<file path="src/rtl/pc_sequencer.sv">
// pc_sequencer: four-state fetch/execute sequencer. It produces the next value for
// an external 8-bit program-counter register, which loads PCin on every clock edge.
// Optional feature: define PC_CALL_STACK_EN to add a 4-entry return-address stack
// that serves call/ret. Without it, call and ret are ignored and stack_err stays 0.
//
// Handshake: the fetch request is level-based. imem_req stays high for every cycle in
// FETCH, and the fetch completes on the clock edge where imem_ack is sampled high.
// instr_done completes the instruction on the edge where it is sampled high in EXEC.
// The bench can observe FSM progress on the internal `state` register.
module pc_sequencer (
    input  logic       clock_reg,
    input  logic       reset,
    input  logic [7:0] PC,
    input  logic       start,
    input  logic       imem_ack,
    input  logic       instr_done,
    input  logic       jump,
    input  logic [7:0] jump_target,
    input  logic       branch,
    input  logic [7:0] branch_target,
    input  logic       halt,
    input  logic       call,
    input  logic       ret,
    output logic [7:0] PCin,
    output logic       imem_req,
    output logic       busy,
    output logic       halted,
    output logic       wrap,
    output logic       stack_err
);

    typedef enum logic [1:0] {
        IDLE   = 2'd0,
        FETCH  = 2'd1,
        EXEC   = 2'd2,
        HALTED = 2'd3
    } state_t;

    state_t state;

    logic [7:0] pc_inc;
    logic       take;
    logic       sel_call;
    logic       sel_ret;
    logic       push_ok;
    logic       pop_ok;
    logic [7:0] stack_top;
    logic       use_inc;

    assign pc_inc = PC + 8'd1;
    // The next-PC fields only matter on the completing edge of an instruction.
    assign take   = (state == EXEC) && instr_done;

`ifdef PC_CALL_STACK_EN
    logic [7:0] stack_mem [0:3];
    logic [2:0] sp;
    logic       stack_full;
    logic       stack_empty;

    assign stack_full  = (sp == 3'd4);
    assign stack_empty = (sp == 3'd0);
    assign sel_call    = take && !halt && !jump && !branch && call;
    assign sel_ret     = take && !halt && !jump && !branch && !call && ret;
    assign push_ok     = sel_call && !stack_full;
    assign pop_ok      = sel_ret && !stack_empty;
    assign stack_top   = stack_mem[sp[1:0] - 2'd1];

    // Return-address stack: push PC+1 on call and pop on ret. A push when the stack
    // is full, or a pop when it is empty, leaves the stack unchanged and latches
    // stack_err.
    always_ff @(posedge clock_reg or negedge reset) begin
        if (!reset) begin
            sp        <= 3'd0;
            stack_err <= 1'b0;
            for (int i = 0; i < 4; i++) begin
                stack_mem[i] <= 8'h00;
            end
        end else begin
            if (push_ok) begin
                stack_mem[sp[1:0]] <= pc_inc;
                sp                 <= sp + 3'd1;
            end else if (pop_ok) begin
                sp <= sp - 3'd1;
            end
            if ((sel_call && stack_full) || (sel_ret && stack_empty)) begin
                stack_err <= 1'b1;
            end
        end
    end
`else
    logic unused_stack_inputs;

    assign unused_stack_inputs = &{1'b0, call, ret};
    assign sel_call  = 1'b0;
    assign sel_ret   = 1'b0;
    assign push_ok   = 1'b0;
    assign pop_ok    = 1'b0;
    assign stack_top = 8'h00;
    assign stack_err = 1'b0;
`endif

    // Next-PC select. The register holds its value unless an instruction is completing.
    // Priority is halt > jump > branch > call > ret > increment.
    always_comb begin
        PCin    = PC;
        use_inc = 1'b0;
        if (take) begin
            if (halt) begin
                PCin = PC;
            end else if (jump) begin
                PCin = jump_target;
            end else if (branch) begin
                PCin = branch_target;
            end else if (sel_call) begin
                if (push_ok) begin
                    PCin = jump_target;
                end else begin
                    use_inc = 1'b1;
                end
            end else if (sel_ret) begin
                if (pop_ok) begin
                    PCin = stack_top;
                end else begin
                    use_inc = 1'b1;
                end
            end else begin
                use_inc = 1'b1;
            end
            if (use_inc) begin
                PCin = pc_inc;
            end
        end
    end

    // Sequencer FSM. imem_req, busy and halted are registered together with the state,
    // so each one is always a pure function of the current state.
    always_ff @(posedge clock_reg or negedge reset) begin
        if (!reset) begin
            state    <= IDLE;
            imem_req <= 1'b0;
            busy     <= 1'b0;
            halted   <= 1'b0;
            wrap     <= 1'b0;
        end else begin
            wrap <= take && use_inc && (PC == 8'hFF);
            case (state)
                IDLE: begin
                    if (start) begin
                        state    <= FETCH;
                        imem_req <= 1'b1;
                        busy     <= 1'b1;
                    end
                end
                FETCH: begin
                    if (imem_ack) begin
                        state    <= EXEC;
                        imem_req <= 1'b0;
                    end
                end
                EXEC: begin
                    if (instr_done) begin
                        if (halt) begin
                            state    <= HALTED;
                            imem_req <= 1'b0;
                            busy     <= 1'b0;
                            halted   <= 1'b1;
                        end else begin
                            state    <= FETCH;
                            imem_req <= 1'b1;
                        end
                    end
                end
                default: begin
                    state    <= HALTED;
                    imem_req <= 1'b0;
                    busy     <= 1'b0;
                    halted   <= 1'b1;
                end
            endcase
        end
    end

endmodule
</file>
<file path="config.mk">
export PLATFORM = sky130hd
export DESIGN_NAME = pc_sequencer
export DESIGN_NICKNAME = d
export VERILOG_FILES = /design/src/rtl/pc_sequencer.sv
export SDC_FILE = /design/constraint.sdc
export NUM_CORES = 1
export LEC_CHECK = 0
export ABC_AREA = 1
export BUFFER_PORTS_ARGS = -buffer_cell sky130_fd_sc_hd__buf_2
export CAP_MARGIN = 20
export CORE_AREA = 2 2 46 48
export DETAILED_ROUTE_END_ITERATION = 8
export DIE_AREA = 0 0 48 50
export PLACE_DENSITY = 0.82
export SLEW_MARGIN = 40
export SYNTH_ARGS = -nofsm -noshare
export SYNTH_HDL_FRONTEND = slang
export SYNTH_SLANG_ARGS = --single-unit
</file>
<file path="constraint.sdc">
create_clock -name clock_reg -period 1.2 [get_ports clock_reg]
set_clock_uncertainty 0.05 [all_clocks]
set_input_delay 0.06 -clock clock_reg [delete_from_list [all_inputs] [get_ports clock_reg]]
set_output_delay 0.06 -clock clock_reg [all_outputs]
set_load 0.02 [all_outputs]
</file>
Word level (Yosys, flattened, before mapping)
Index checks and enable logic that the tools add are counted.
{ "word_totals": {"inputBits": 34, "wordCells": 49, "register_bits": 6, "output_inout_bits": 13} }
{ "op_classes": {"bitwise": 2, "eq_ne": 7, "add_sub_neg": 1, "muxes": 26, "n_reduce_logical": 8} }
{ "ops": {"columns": ["op", "n"], "rows": [
  ["two-way mux 8 bit", 5],
  ["two-way mux 1 bit", 13],
  ["adder 8 x 1 -> 8 bit (second input constant)", 1],
  ["== test 8 bit (second input constant)", 1],
  ["two-way mux 2 bit", 4],
  ["inequality test 2 bit (second input constant)", 4],
  ["case mux 1 bit (3 select lines)", 2],
  ["case mux 2 bit (3 select lines)", 1],
  ["AND reduction 3 bit", 2],
  ["AND reduction 4 bit", 1],
  ["logical AND 1 bit", 3],
  ["== test 2 x 1 -> 1 bit (second input constant)", 1],
  ["== test 2 bit (second input constant)", 1],
  ["zero test 2 bit", 1],
  ["inverter 1 bit", 2],
  ["case mux 1 bit (2 select lines)", 1],
  ["OR reduction 2 bit", 1]
]} }

Depth between registers and ports, before layout
{ "logic_depth": {"depth_word": 7, "depth_mapped": 9, "mapped_depth_nobuf": 9} }

Worst setup path before layout
No wires, ideal clock.
{ "synth_timing": {"path_kind": "reg2out", "from": "reg state[0]", "to": "out PCin[6]", "required_time_ps": 1090, "stages_incl_launch_ff": 6, "path_slack_ps": -69, "path_buffers": 0, "t_arrival_ps": 1159, "path_cell_list": "dfrtp_1 > inv_1 > nand2_1 > nor2_4 > a21oi_1 > o21ai_1"} }
{ "synth_via": {"elab_chain_len": 3} }
{ "synth_rtl": {"columns": ["item", "line_no", "source"], "rows": [
  ["start: declaration", "39", "state_t state;"],
  ["start signal: assignment", "139", "state <= IDLE;"],
  ["start signal: assignment", "149", "state <= FETCH;"],
  ["start signal: assignment", "156", "state <= EXEC;"],
  ["== test 2 bit", "52", "assign take = (state == EXEC) && instr_done;"],
  ["logical AND 1 bit", "52", null],
  ["two-way mux 8 bit", "107", "if (take) begin"],
  ["end: declaration", "24", "output logic [7:0] PCin,"]
]} }
No other way between the ends.

Worst setup path in the final report
Ends and elaborated chain as after synthesis.

==> flow_summary.toml <==
[die]
start_util_pct = 41.3
core_area_sq_um = 1900
num_io_pins = 47
dieArea_sq_um = 2400
die_w_microns = 48
rows = 16
die_y_microns = 50

[critical_path]
crit_family = "flip-flops"
crit_arrival_ps = 1410
r2r_cells = 6
critPathMaxFanout = 5
path_class = "flop to output pin"
cp.required_ps = 1090
start_kind = "flop"
cp_num_cells = 8
r2r_setup_slack_ps = -60
max_stage_delay_ps = 440
endpoint_kind = "output pin"
crit_chain = "inv_2 -> nand2_2 -> nor2_4 -> o21ai_2 -> nor2_1 -> nor2_1 -> o21ai_2 -> buf_6"
worstReg2RegEnd = "state[0]"
worst-path-buf-inv = 2
cp_slowest_cell = "dfrtp_2"
r2r_start = "state[1]"

[pwr]
pwr-share-comb_pct = 63.4
p_sw_mw = 0.603
power.total_mw = 1.41
p_sw_share_pct = 42.8
clkPwrFrac_pct = 13.0
pwr-share-seq_pct = 23.6
ir_drop_mv = 1.11
p_int_mw = 0.808
total_leakage_power_nw = 0.668
p_per_area_nw_per_um2 = 1150

[grt]
grt_pass1_wl_microns = 3550
gr-total-overflow = 0
use_met2_pct = 38.9
use_met1_pct = 19.2
antenna_found_initial = 0
grt_pass1_vias = 957
grt.busiest_layer = "met2"
grt_use_met3_pct = 3.30
grt_max_degree = 9
grtUsageTotal_pct = 20.1

[synth]
synth-seq-cells = 6
yosysSeqAreaShare_pct = 19.1
yosysTopAreaCell = "nand2_1"
yosys_warnings = 0
synth.distinct_cells = 24
synth_fp_nets = 170
syn_avg_cell_area_sq_um = 5.82
postSynthCellCount = 135
synth.area.top_cells = "nand2_1 25%, dfrtp_1 19%, nor2_4 8.6%, nor2_1 6.2%, nand3_1 5.7%"
synth_area_sq_um = 786
yosysTopAreaCellShare_pct = 25.3

[clocking]
root_buffer = "clkbuf_4"
numCtsBuffers = 3
clkTransAtPathRegs_ps = 50
cts.sinks = 6
htreeDepth = 1
cts_tree = "yes"
clk_latency_ps = 240
clockBufferDepth = 2

[finish]
final_cell_mix = "49 x nand2_1, 35 x buf_2, 13 x nor2_1"
antenna_cells = 0
final_common_cell = "nand2_1"
drive_gt1_share_pct = 42.5
n_fill_cell = 183
syn_to_final_growth_pct = 56.1
nets = 230
finish.utilization_pct = 64.5

[outcome]
status = "finished with violations"
violations = "negative setup slack"

[sta]
setup_viol = 11
fmaxAchievable_ghz = 0.656
fin_ws_ps = -324
period_needed_ps = 1520
post-route-period-util_pct = 127
hold_viol = 0
final-max-slew-violation-count = 0
rsz0062_at_grt = "true"

[hold_path]
worstHoldStart = "PC[7]"
holdPathStages = 3
hold_class = "input pin to flop"
whs_endpoint = "wrap"

[drt]
routedWlPerCell_microns = 10.0
via_count = 1017
viasPerCell = 4.62
drt_iter0_markers = 22
firstDrtPassIters = 4
drc = 0
totalWireLength_microns = 2210
antenna_left = 0

[place]
dp_hpwl_microns = 1810
portBuffers = 43
gp_congestion = 0.819

[run]
max_cap_violations = 0
state kept, by name, summed over array words and instances (netlist names):
register and cells:
wrap 1, state 2, busy 1, imem_req 1
halted 1
power groups by stage:
stage,registers [mW],logic (mW),clock network (mW)
after floorplan,0.356,0.428,0
after global placement,0.321,0.739,0
after detailed placement,0.329,0.760,0
after CTS,0.331,0.863,0.194
after global routing,0.344,0.984,0.211
final,0.333,0.894,0.184
synthesized netlist by cell type (all sizes together):
library cell  count
nand3             9
clkinv            1
or2               8
o21a              1
o21bai            1
dfrtp             6
inv              16
a21oi             1
conb              1
o21ai             9
nor2             19
buf               1
nor3              1
nand2            56
a31o              1
ha                1
o211ai            3
per-stage QoR:
stage / cell area (sq um) / instances / setup slack (ps) / TNS (ps) / hold WS [ps]
2_1_floorplan: 790 / 135 / 6.16 / 0 / -286
3_3_place_gp: 1090 / 212 / -79.0 / -210 / -165
3_5_place_dp: 1090 / 212 / -111 / -441 / -158
4_1_cts: 1190 / 220 / -362 / -2670 / 29.6
5_1_grt: 1230 / 220 / -421 / -3490 / 46.4
6_report: 1230 / 220 / -324 / -2300 / 42.8
logic make-up (layout without fill, tap and decap cells):
group / count (synthesis) / in the layout / share of synthesized area (%)
and+or+nand+nor: 93 / 93 / 55.9
buffers and inverters: 18 / 76 / 9.71
adders and majority gates: 1 / 1 / 1.59
AOI/OAI and AO/OA: 16 / 16 / 13.2
DFF: 6 / 6 / 19.1
other: 1 / 1 / 0.477
what timing repair did:
action | in CTS | in global routing
hold buffers | 2 | 0
setup endpoints to repair | 9 | 13
gates resized for setup | 12 | 12
pin swaps | 5 | 7
buffers inserted | 3 | 0
endpoints found under the hold margin | 7 | 0
area by class of cell:
cell class | instances | area (sq um) | share of cell area (%)
inverter | 17 | 68.8 | 5.61
tap | 27 | 33.8 | 2.76
sequential | 6 | 151 | 12.3
multi-input combinational | 111 | 578 | 47.1
timing repair buffer | 56 | 372 | 30.3
clock buffer | 3 | 22.5 | 1.84
how the worst max path moves through the flow:
stage / start / endpoint / slack (ps)
3_3_place_gp: state[0] / PCin[6] / -80
3_5_place_dp: state[0] / PCin[6] / -110
6_report: state[0] / PCin[6] / -320
2_1_floorplan: state[0] / PCin[6] / 6
4_1_cts: state[0] / PCin[6] / -360
5_1_grt: state[0] / PCin[6] / -420
tightest hold or removal path, delay by kind of cell:
| family | cells | cell delay, ps |
|---|---|---|
| and+or+nand+nor | 2 | 120 |
| buffers and inverters | 1 | 110 |
metal layers:
metal	vias to the layer above	part of all wire, %
met5	-	0
met4	0	1.6
met3	4	4.8
met2	33	55
met1	444	38
li1	536	-
No activity file was read; power rests on OpenSTA's default activity.
